$ cat src/rtl/alu_issue_sched_pkg.sv
// rtl/alu_issue_sched_pkg.sv - shared op/tag widths, scheduler entry type and wakeup match helper
// Optional feature macro: ALU_SCHED_FWD_EN (consumed by rtl/alu_issue_sched.sv)
`ifndef ALU_SCHED_DEFS_SVH
`define ALU_SCHED_DEFS_SVH
`define RENAMED_OP_SZ   16
`define PR_ADDR_W       6
`define ALU_SCHED_DEPTH 4
`endif

package alu_issue_sched_pkg;

  localparam int OP_W  = `RENAMED_OP_SZ;
  localparam int PR_W  = `PR_ADDR_W;
  localparam int DEPTH = `ALU_SCHED_DEPTH;
  localparam int WK_N  = 3;
  localparam int IDX_W = (DEPTH > 1) ? $clog2(DEPTH) : 1;
  localparam int OCC_W = $clog2(DEPTH + 1);

  typedef logic [OP_W-1:0] op_t;
  typedef logic [PR_W-1:0] tag_t;

  typedef struct packed {
    logic vld;
    op_t  op;
    tag_t tag_a;
    tag_t tag_b;
    logic rdy_a;
    logic rdy_b;
  } entry_t;

  // True when any valid completion port broadcasts this tag.
  function automatic logic wk_hit(input tag_t tag,
                                  input logic [WK_N*PR_W-1:0] wk_tag,
                                  input logic [WK_N-1:0] wk_valid);
    logic hit;
    hit = 1'b0;
    for (int k = 0; k < WK_N; k++) begin
      if (wk_valid[k] && (wk_tag[k*PR_W +: PR_W] == tag)) hit = 1'b1;
    end
    return hit;
  endfunction

endpackage

$ cat src/rtl/alu_issue_sched_if.sv
// rtl/alu_issue_sched_if.sv - frontend dispatch, wakeup, flush and ALU issue bundle
interface alu_issue_sched_if;
  import alu_issue_sched_pkg::*;

  logic [OP_W-1:0]      in_op;
  logic [2*PR_W-1:0]    in_src;
  logic [1:0]           in_src_rdy;
  logic                 in_valid;
  logic                 in_ready;
  logic [WK_N*PR_W-1:0] wk_tag;
  logic [WK_N-1:0]      wk_valid;
  logic                 flush;
  logic [OP_W-1:0]      out_op;
  logic                 out_valid;
  logic                 out_ready;
  logic [OCC_W-1:0]     occupancy;

  modport master (
    output in_op, in_src, in_src_rdy, in_valid, wk_tag, wk_valid, flush, out_ready,
    input  in_ready, out_op, out_valid, occupancy
  );

  modport slave (
    input  in_op, in_src, in_src_rdy, in_valid, wk_tag, wk_valid, flush, out_ready,
    output in_ready, out_op, out_valid, occupancy
  );

endinterface

$ cat src/rtl/alu_issue_sched_oldest_ready_sel.sv
// rtl/alu_issue_sched_oldest_ready_sel.sv - lowest-index priority encoder returning {found, index}
module oldest_ready_sel #(
  parameter int N = 4,
  localparam int IW = (N > 1) ? $clog2(N) : 1
) (
  input  logic [N-1:0]  i_req,
  output logic          o_found,
  output logic [IW-1:0] o_idx
);

  always_comb begin
    o_found = 1'b0;
    o_idx   = '0;
    for (int i = N - 1; i >= 0; i--) begin
      if (i_req[i]) begin
        o_found = 1'b1;
        o_idx   = IW'(i);
      end
    end
  end

endmodule

$ cat src/rtl/alu_issue_sched.sv
// rtl/alu_issue_sched.sv - age-ordered compacting issue queue with tag wakeup, issue lock and flush
// Optional feature macro: ALU_SCHED_FWD_EN (empty-queue same-cycle forwarding)
module alu_issue_sched
  import alu_issue_sched_pkg::*;
(
  input  logic              clk,
  input  logic              rst,
  alu_issue_sched_if.slave  bus
);

  entry_t [DEPTH-1:0] r_q;
  logic               r_lock;
  logic [IDX_W-1:0]   r_lock_idx;
  logic [OCC_W-1:0]   r_occ;

  entry_t [DEPTH:0]   w_wk;
  entry_t [DEPTH-1:0] w_q_nxt;
  entry_t             w_new;
  logic [DEPTH-1:0]   w_req;
  logic               w_found;
  logic [IDX_W-1:0]   w_sel_idx;
  logic [IDX_W-1:0]   w_iss_idx;
  logic               w_iss_vld;
  logic               w_fwd;
  logic               w_do_issue;
  logic               w_do_ins;
  logic               w_in_ready;
  logic [OCC_W-1:0]   w_ins_idx;
  tag_t               w_src_a;
  tag_t               w_src_b;
  logic               w_in_rdy_a;
  logic               w_in_rdy_b;

  assign w_src_a    = bus.in_src[PR_W-1:0];
  assign w_src_b    = bus.in_src[2*PR_W-1:PR_W];
  assign w_in_rdy_a = bus.in_src_rdy[0] | wk_hit(w_src_a, bus.wk_tag, bus.wk_valid);
  assign w_in_rdy_b = bus.in_src_rdy[1] | wk_hit(w_src_b, bus.wk_tag, bus.wk_valid);

  always_comb begin
    for (int i = 0; i < DEPTH; i++) begin
      w_req[i] = r_q[i].vld & r_q[i].rdy_a & r_q[i].rdy_b;
    end
  end

  oldest_ready_sel #(.N(DEPTH)) u_sel (
    .i_req   (w_req),
    .o_found (w_found),
    .o_idx   (w_sel_idx)
  );

  // A stalled issue keeps its index: younger inserts land above it and nothing shifts until acceptance.
  assign w_iss_idx  = r_lock ? r_lock_idx : w_sel_idx;
  assign w_iss_vld  = (r_lock | w_found) & ~bus.flush;
  assign w_in_ready = (r_occ < OCC_W'(DEPTH)) & ~bus.flush;

`ifdef ALU_SCHED_FWD_EN
  assign w_fwd = (r_occ == '0) & ~r_lock & bus.in_valid & w_in_rdy_a & w_in_rdy_b & ~bus.flush;
`else
  assign w_fwd = 1'b0;
`endif

  assign w_do_issue = w_iss_vld & bus.out_ready;
  assign w_do_ins   = bus.in_valid & w_in_ready & ~(w_fwd & bus.out_ready);
  assign w_ins_idx  = r_occ - OCC_W'(w_do_issue);

  assign bus.in_ready  = w_in_ready;
  assign bus.out_valid = w_iss_vld | w_fwd;
  assign bus.out_op    = w_iss_vld ? r_q[w_iss_idx].op : (w_fwd ? bus.in_op : '0);
  assign bus.occupancy = r_occ;

  always_comb begin
    w_new       = '0;
    w_new.vld   = 1'b1;
    w_new.op    = bus.in_op;
    w_new.tag_a = w_src_a;
    w_new.tag_b = w_src_b;
    w_new.rdy_a = w_in_rdy_a;
    w_new.rdy_b = w_in_rdy_b;
  end

  // Wake in place first, then compact; invalid slots are kept all-zero so shifting them in is harmless.
  always_comb begin
    w_wk[DEPTH] = '0;
    for (int i = 0; i < DEPTH; i++) begin
      w_wk[i] = r_q[i];
      if (r_q[i].vld && wk_hit(r_q[i].tag_a, bus.wk_tag, bus.wk_valid)) w_wk[i].rdy_a = 1'b1;
      if (r_q[i].vld && wk_hit(r_q[i].tag_b, bus.wk_tag, bus.wk_valid)) w_wk[i].rdy_b = 1'b1;
    end
  end

  always_comb begin
    for (int i = 0; i < DEPTH; i++) begin
      if (w_do_issue && (IDX_W'(i) >= w_iss_idx)) w_q_nxt[i] = w_wk[i+1];
      else                                         w_q_nxt[i] = w_wk[i];
      if (w_do_ins && (OCC_W'(i) == w_ins_idx))    w_q_nxt[i] = w_new;
    end
  end

  always_ff @(posedge clk or negedge rst) begin
    if (!rst) begin
      r_q        <= '0;
      r_lock     <= 1'b0;
      r_lock_idx <= '0;
      r_occ      <= '0;
    end else if (bus.flush) begin
      r_q        <= '0;
      r_lock     <= 1'b0;
      r_lock_idx <= '0;
      r_occ      <= '0;
    end else begin
      r_q        <= w_q_nxt;
      r_lock     <= w_iss_vld & ~bus.out_ready;
      if (w_iss_vld & ~bus.out_ready) r_lock_idx <= w_iss_idx;
      r_occ      <= r_occ + OCC_W'(w_do_ins) - OCC_W'(w_do_issue);
    end
  end

endmodule

$ cat src/flat_wrapper.sv
// flat-port wrapper written by rule: the top's interface ports become plain ports
module alu_issue_sched_flat import alu_issue_sched_pkg::*;
  (clk, rst, bus_in_op, bus_in_src, bus_in_src_rdy, bus_in_valid, bus_wk_tag, bus_wk_valid, bus_flush, bus_out_ready, bus_in_ready, bus_out_op, bus_out_valid, bus_occupancy);
  alu_issue_sched_if bus_i ();
  input  logic clk;
  input  logic rst;
  input wire logic [$bits(bus_i.in_op)-1:0] bus_in_op;
  input wire logic [$bits(bus_i.in_src)-1:0] bus_in_src;
  input wire logic [$bits(bus_i.in_src_rdy)-1:0] bus_in_src_rdy;
  input wire logic [$bits(bus_i.in_valid)-1:0] bus_in_valid;
  input wire logic [$bits(bus_i.wk_tag)-1:0] bus_wk_tag;
  input wire logic [$bits(bus_i.wk_valid)-1:0] bus_wk_valid;
  input wire logic [$bits(bus_i.flush)-1:0] bus_flush;
  input wire logic [$bits(bus_i.out_ready)-1:0] bus_out_ready;
  output wire logic [$bits(bus_i.in_ready)-1:0] bus_in_ready;
  output wire logic [$bits(bus_i.out_op)-1:0] bus_out_op;
  output wire logic [$bits(bus_i.out_valid)-1:0] bus_out_valid;
  output wire logic [$bits(bus_i.occupancy)-1:0] bus_occupancy;
  assign bus_i.in_op = bus_in_op;
  assign bus_i.in_src = bus_in_src;
  assign bus_i.in_src_rdy = bus_in_src_rdy;
  assign bus_i.in_valid = bus_in_valid;
  assign bus_i.wk_tag = bus_wk_tag;
  assign bus_i.wk_valid = bus_wk_valid;
  assign bus_i.flush = bus_flush;
  assign bus_i.out_ready = bus_out_ready;
  assign bus_in_ready = bus_i.in_ready;
  assign bus_out_op = bus_i.out_op;
  assign bus_out_valid = bus_i.out_valid;
  assign bus_occupancy = bus_i.occupancy;
  alu_issue_sched u_core (.clk(clk), .rst(rst), .bus(bus_i));
endmodule
$ cat config.mk
export PLATFORM = sky130hd
export DESIGN_NAME = alu_issue_sched_flat
export DESIGN_NICKNAME = d
export VERILOG_FILES = /design/src/rtl/alu_issue_sched_pkg.sv /design/src/rtl/alu_issue_sched_if.sv /design/src/rtl/alu_issue_sched_oldest_ready_sel.sv /design/src/rtl/alu_issue_sched.sv /design/src/flat_wrapper.sv
export SDC_FILE = /design/constraint.sdc
export NUM_CORES = 1
export LEC_CHECK = 0
export ABC_AREA = 1
export CAP_MARGIN = 0
export CORE_MARGIN = 2
export CORE_UTILIZATION = 60
export CTS_CLUSTER_DIAMETER = 30
export DETAILED_ROUTE_END_ITERATION = 12
export PLACE_DENSITY = 0.82
export SYNTH_ARGS = -nofsm -noshare
export SYNTH_HDL_FRONTEND = slang
export SYNTH_SLANG_ARGS = --single-unit
$ cat constraint.sdc
create_clock -name clk -period 3.1 [get_ports clk]
set_input_delay 0.31 -clock clk [delete_from_list [all_inputs] [get_ports clk]]
set_output_delay 0.31 -clock clk [all_outputs]
set_load 0.05 [all_outputs]
== Word-level counts from Yosys, hierarchy flattened ==
Index checks and enable logic that the tools add are counted.
Word-level totals
  logic and storage cells: 204
  output and inout port bits: 21
  input bits: 56
  register bits: 130
Operators by class
  add/sub/neg operators: 3
  bitwise logic cells: 18
  muxes and demuxes: 63
  $lt $le $gt $ge: 6
  equal/unequal tests: 33
  reductions and logical operators: 54
Operators by type and width (number)
  $mux 31: 8
  $eq 6x6->1: 30
  $mux 124: 1
  $bmux 31 s2: 1
  $logic_and 1x1->1: 46
  $mux 1: 43
  $mux 30: 1
  $mux 16: 1
  $mux 2: 7
  $and 1x1->1: 13
  $reduce_bool 3->1: 4
  $reduce_bool 4->1: 2
  $eq 2x3->1 const A: 2
  $sub 3x1->3: 2
  $ge 1x2->1 const A: 2
  $ge 2x2->1 const A: 2
  $add 3x1->3: 1
  $eq 1x3->1 const A: 1
  $logic_not 3->1: 1
  $lt 2x3->1 const B: 1
  $lt 3x3->1 const B: 1
  $mux 3: 1
  $or 1x1->1: 3
  $not 1->1: 2
  $reduce_bool 2->1: 1

== Depth between registers and ports, before layout ==
  word-level depth: 14
  mapped depth: 17
  gate-level depth less buffers: 16

== By module ==
From an unflattened synthesis, not the netlist that was laid out.
Unflattened totals
  cells, all modules: 1344
  area total of the unflattened synthesis: 9047.4 um2
By module, submodules not included
  alu_issue_sched: cells each 1336, area an instance 9011.1 um2, times used 1
  oldest_ready_sel: cells each 8, area an instance 36.3 um2, times used 1

== Worst setup path before layout ==
OpenSTA, ideal clock, no wires.
  path type: register -> register
  start point: reg u_core.r_q[123] (netlist name)
  end point: reg u_core.r_q[33] (netlist name)
  setup time: 127 ps
  period minus slack after synthesis: 2502 ps
  path slack: 598 ps
  cell stages (with the launch flop): 15
  arrival time: 2375 ps
  path buffers: 2
  cells stage by stage: dfrtp_1 -> nand3_1 -> nand2_2 -> o21ai_4 -> nor2_8 -> ha_1 -> ha_1 -> xnor2_1 -> nand2_2 -> nor2_8 -> nor2_1 -> nand2_2 -> buf_6 -> buf_6 -> o22ai_2
On the way
  cells in the longest elaborated chain, start to end: 14
Ends and longest elaborated chain
  start, declared: line alu_issue_sched.sv:11  | entry_t [DEPTH-1:0] r_q;
  start signal, assigned: line alu_issue_sched.sv:111  | r_q <= w_q_nxt;
  $and 1x1->1 (*) (2 in series): line alu_issue_sched.sv:41  | w_req[i] = r_q[i].vld & r_q[i].rdy_a & r_q[i].rdy_b;
  $mux 1 (4 in series): line alu_issue_sched_oldest_ready_sel.sv:15  | if (i_req[i]) begin
  $or 1x1->1: line alu_issue_sched.sv:53  | assign w_iss_vld = (r_lock | w_found) & ~bus.flush;
  $and 1x1->1: line alu_issue_sched.sv:53
  $and 1x1->1: line alu_issue_sched.sv:62  | assign w_do_issue = w_iss_vld & bus.out_ready;
  $sub 3x1->3: line alu_issue_sched.sv:64  | assign w_ins_idx = r_occ - OCC_W'(w_do_issue);
  $eq 1x3->1: line alu_issue_sched.sv:95  | if (w_do_ins && (OCC_W'(i) == w_ins_idx)) w_q_nxt[i] = w_new;
  $logic_and 1x1->1: line alu_issue_sched.sv:95
  $mux 31: line alu_issue_sched.sv:95
  $mux 124: line alu_issue_sched.sv:105  | end else if (bus.flush) begin
Every way passes the cells marked *; elsewhere a longest branch is shown, timed or not.
A chain may end at the register's enable or synchronous reset.

== Worst setup path in the final report ==
  start point: reg u_core.r_q[123] (netlist name)
  end point: out bus_out_op[15]
On the way
  cells in the longest elaborated chain, start to end: 10
Ends and longest elaborated chain
  $and 1x1->1 (*) (2 in series): line alu_issue_sched.sv:41
  $mux 2 (4 in series): line alu_issue_sched_oldest_ready_sel.sv:15
  $mux 2: line alu_issue_sched.sv:52  | assign w_iss_idx = r_lock ? r_lock_idx : w_sel_idx;
  $bmux 31 s2: line alu_issue_sched.sv:68  | assign bus.out_op = w_iss_vld ? r_q[w_iss_idx].op : (w_fwd ? bus.in_op : '0);
  $mux 30 (implied by the code): line alu_issue_sched.sv:68
  $mux 16 (*): line alu_issue_sched.sv:68
  end, declared: line flat_wrapper.sv:16  | output wire logic [$bits(bus_i.out_op)-1:0] bus_out_op;
Every way passes the cells marked *; elsewhere a longest branch is shown, timed or not. The select of a mux whose other input is x is not followed.

==> run_results.csv <==
group,metric,value,unit
status,run_status,"finished clean",
cells_and_area,n_antenna_cell,0,
critical_path,cp.required,2790,ps
critical_path,setup.reg_to_reg.worst_slack,320,ps
logic_synthesis,post_synth_inst_count,1405,
floorplanning,fp.coreArea,0.0153,mm2
critical_path,critPathLaunchType,"flip-flop",
critical_path,worst-setup-path-type,"reg -> out",
cells_and_area,area_delta_synth_final,17.0,%
timing,finClkSkew,10.2,ps
floorplanning,floorplan.die_area,0.0168,mm2
global_routing,grt-ovfl-total,0,
global_routing,grt_antenna_before_repair,0,
timing,fmax,0.346,GHz
cells_and_area,proportion_of_layout_cells_with_a_drive_suffix_above_1,11.7,%
logic_synthesis,count_of_flip_flops_with_a_built_in_enable_after_synthesis,0,
logic_synthesis,postSynth.topFlopCell,"sky130_fd_sc_hd__dfrtp_1",
clock_network,clk_latency,430,ps
clock_network,clkSlewWorstSetupHoldPaths,60,ps
timing,finalWorstPathRequiredPeriod,2890,ps
timing,rsz0062_at_grt,"no",
logic_synthesis,yosys-top-cells-area,"sky130_fd_sc_hd__dfrtp_1 34%, sky130_fd_sc_hd__nand2_1 15%, sky130_fd_sc_hd__inv_1 6.8%",
logic_synthesis,synth.lib_cells_used.distinct,40,
critical_path,timing.rr.end,"u_core.r_q[29]",
global_routing,first_pass_grt_wire_length,54.1,mm
logic_synthesis,synthesized_area,0.00948,mm2
clock_network,tritoncts,"done",
cells_and_area,layout_commonest_cell,"sky130_fd_sc_hd__nand2_1",
cells_and_area,fin_nets,1542,
critical_path,r2r_cells,14,
detailed_routing,drt-initial-drc-count,1607,
detailed_routing,number_of_vias_after_detailed_routing,10600,
critical_path,rr_startpoint,"u_core.r_q[30]",
power_and_ir_drop,leakagePower,0.00516,uW
clock_network,cts_htree_levels,4,
placed_design,port_buffers,76,
global_routing,first_global_vias,10000,
logic_synthesis,postSynth.asyncResetShare,100,%
logic_synthesis,synth.ff_latch_count,130,
logic_synthesis,warnings_from_yosys,0,
logic_synthesis,synthesis.nets,1466,
power_and_ir_drop,power.ir.vdd_worst,0.000442,V
detailed_routing,wirelength,34.8,mm
detailed_routing,dr.pass1.iters,7,
cells_and_area,mostFrequentLayoutCells,"388 x sky130_fd_sc_hd__nand2_1, 172 x sky130_fd_sc_hd__inv_1, 130 x sky130_fd_sc_hd__dfrtp_1, 113 x sky130_fd_sc_hd__o21ai_0, 104 x sky130_fd_sc_hd__nor2_1",
clock_network,cts_inserted_buffers,17,
power_and_ir_drop,cellPowerDensity,513,mW/mm2
logic_synthesis,share_of_the_synthesized_area_in_the_top_cell_type,34.3,%
timing,final_hold_vio_count,0,
floorplanning,floorplan.rows,45,
placed_design,dp.final_hpwl,23.0,mm
timing,finalMaxSlewViolations,0,
detailed_routing,postRouteAntennaNets,0,
floorplanning,initial_utilization,61.9,%
power_and_ir_drop,finalPower,5700,uW
timing,setup_viol,0,
flow_run,max_cap_viol_count,0,
timing,layout_setup_ws,213,ps
detailed_routing,routed_via_density,6.23,
floorplanning,die_w,130,um
placed_design,place_worst_setup_slack,154,ps
clock_network,post_cts_resize_count,0,
timing,max_slew_margin,50.8,%
timing,final.hold.worst_slack,454,ps
timing,setup_total_negative_slack,0,ps
logic_synthesis,post_synth.cell_area_avg,6.75,um2
critical_path,crit_path_max_fanout,35,
worst_hold_path,hold_path_class,"in -> async",
global_routing,grt_usage,42.5,%
clock_network,cts_root_buffer,"sky130_fd_sc_hd__clkbuf_16",
detailed_routing,avgRoutedWirePerCell,20.4,um
critical_path,setup.worst_path.end_class,"output port",
floorplanning,io_pins,77,
clock_network,cts_max_path_buffers,2,
placed_design,place.gp.congestion,1.06,
clock_network,cts_num_sinks,130,
global_routing,pin_count_of_the_biggest_net_entering_global_routing,67,
logic_synthesis,most_area_hungry_cell_type_in_the_yosys_netlist,"sky130_fd_sc_hd__dfrtp_1",
detailed_routing,detail_route.drc_violations,0,
critical_path,cp_data_arrival_time,2580,ps
timing,timing_worst_slew_pin_value,736,ps
floorplanning,chipHeight,130,um
logic_synthesis,part_of_the_yosys_area_used_for_sequential_elements,34.3,%
timing,period_share,93.1,%
## where the power goes
group / leakage (uW) / switching [uW] / internal (uW) / total [uW]
combinational: 0.00308 / 988 / 510 / 1500
clock: 0.000303 / 836 / 1270 / 2110
sequential: 0.00177 / 183 / 1900 / 2090
total: 0.00516 / 2010 / 3690 / 5700
## cells in the mapped netlist (2+ instances only)
cell                         n
sky130_fd_sc_hd__inv_1     172
sky130_fd_sc_hd__nand2_1   388
sky130_fd_sc_hd__buf_6      13
sky130_fd_sc_hd__nor2_1    104
sky130_fd_sc_hd__inv_2       9
sky130_fd_sc_hd__xnor2_1    16
sky130_fd_sc_hd__ha_1        4
sky130_fd_sc_hd__a21oi_1    67
sky130_fd_sc_hd__nand2_2     9
sky130_fd_sc_hd__xor2_1     19
sky130_fd_sc_hd__o211ai_1   12
sky130_fd_sc_hd__nor3_1     10
sky130_fd_sc_hd__o21ai_2    30
sky130_fd_sc_hd__o21ai_0   113
sky130_fd_sc_hd__nand3_1    52
sky130_fd_sc_hd__nor2_4      4
sky130_fd_sc_hd__nor2_8      3
sky130_fd_sc_hd__nand4_1    10
sky130_fd_sc_hd__nand2_4     4
sky130_fd_sc_hd__inv_4       2
sky130_fd_sc_hd__nand3_2     2
sky130_fd_sc_hd__buf_2      34
sky130_fd_sc_hd__o22ai_2    10
sky130_fd_sc_hd__o22ai_1    38
sky130_fd_sc_hd__a31oi_1    16
sky130_fd_sc_hd__buf_4       3
sky130_fd_sc_hd__clkinv_1    3
sky130_fd_sc_hd__clkbuf_1   18
sky130_fd_sc_hd__o21ai_1   100
sky130_fd_sc_hd__dfrtp_1   130
## through the flow
| step | cell area (um2) | utilization [%] | instances |
|---|---|---|---|
| detailed placement | 10500 | 68.3 | 1670 |
| global placement | 10500 | 68.3 | 1670 |
| CTS | 11100 | 72.4 | 1703 |
| finish | 11100 | 72.5 | 1705 |
| global route | 11100 | 72.5 | 1705 |
| floorplan | 9480 | - | 1405 |
## timing repair
item	CTS	global route
endpoints found under the setup margin	0	16
hold buffers	1	0
buffers inserted	0	2
endpoints found under the hold margin	63	0
## state kept, by name, summed over array words and instances (netlist names)
signal                count
u_core.r_lock_idx         2
u_core.bus.occupancy      3
u_core.r_q              124
u_core.r_lock             1
## layer usage
layer / GRT usage, % / up-vias / part of all wire, %
met5: 0 / - / 0
met2: 60.9 / 896 / 41
met1: 56.6 / 4778 / 37
met4: 23.3 / 0 / 6.4
met3: 14.6 / 227 / 16
li1: - / 4729 / -
## area by class of cell
class / instances / area (um2)
clock buffers: 17 / 425
clock inverters: 15 / 183
fillers: 1261 / 4220
inverters: 186 / 703
multi-input cells: 1019 / 5110
flip-flops and latches: 130 / 3250
well taps: 211 / 264
repair buffers: 127 / 1160
## how the worst max path moves through the flow
stage	from	to	depth (start not counted)
6_report	u_core.r_q[123]	bus_out_op[15]	12
5_1_grt	u_core.r_q[123]	bus_out_op[15]	12
4_1_cts	u_core.r_q[123]	bus_out_op[12]	11
3_5_place_dp	bus_flush	u_core.r_q[29]	15
3_3_place_gp	bus_out_ready	u_core.r_q[29]	14
2_1_floorplan	u_core.r_q[123]	u_core.r_q[33]	14
## logic make-up after synthesis
kind of cell	Yosys count	share of synthesized area, %
adders and majority gates	5	0.739
buffers and inverters	256	11.8
and+or+nand+nor	590	26.2
AOI/OAI and AO/OA	389	23.7
xor gates and xnor gates	35	3.23
DFF	130	34.3
## critical path: stages, from the launching register on
cell and delay (ps):
sky130_fd_sc_hd__dfrtp_1 460, sky130_fd_sc_hd__nand2_1 80, sky130_fd_sc_hd__nor2_1 100, sky130_fd_sc_hd__nand2_1 80
sky130_fd_sc_hd__nand2_1 60, sky130_fd_sc_hd__nand2_1 90, sky130_fd_sc_hd__nand2_4 340, sky130_fd_sc_hd__inv_2 90
sky130_fd_sc_hd__nor2_4 120, sky130_fd_sc_hd__buf_4 210, sky130_fd_sc_hd__nand2_1 80, sky130_fd_sc_hd__a31oi_1 210
sky130_fd_sc_hd__buf_4 230
Power figures use the tool's default switching activity.
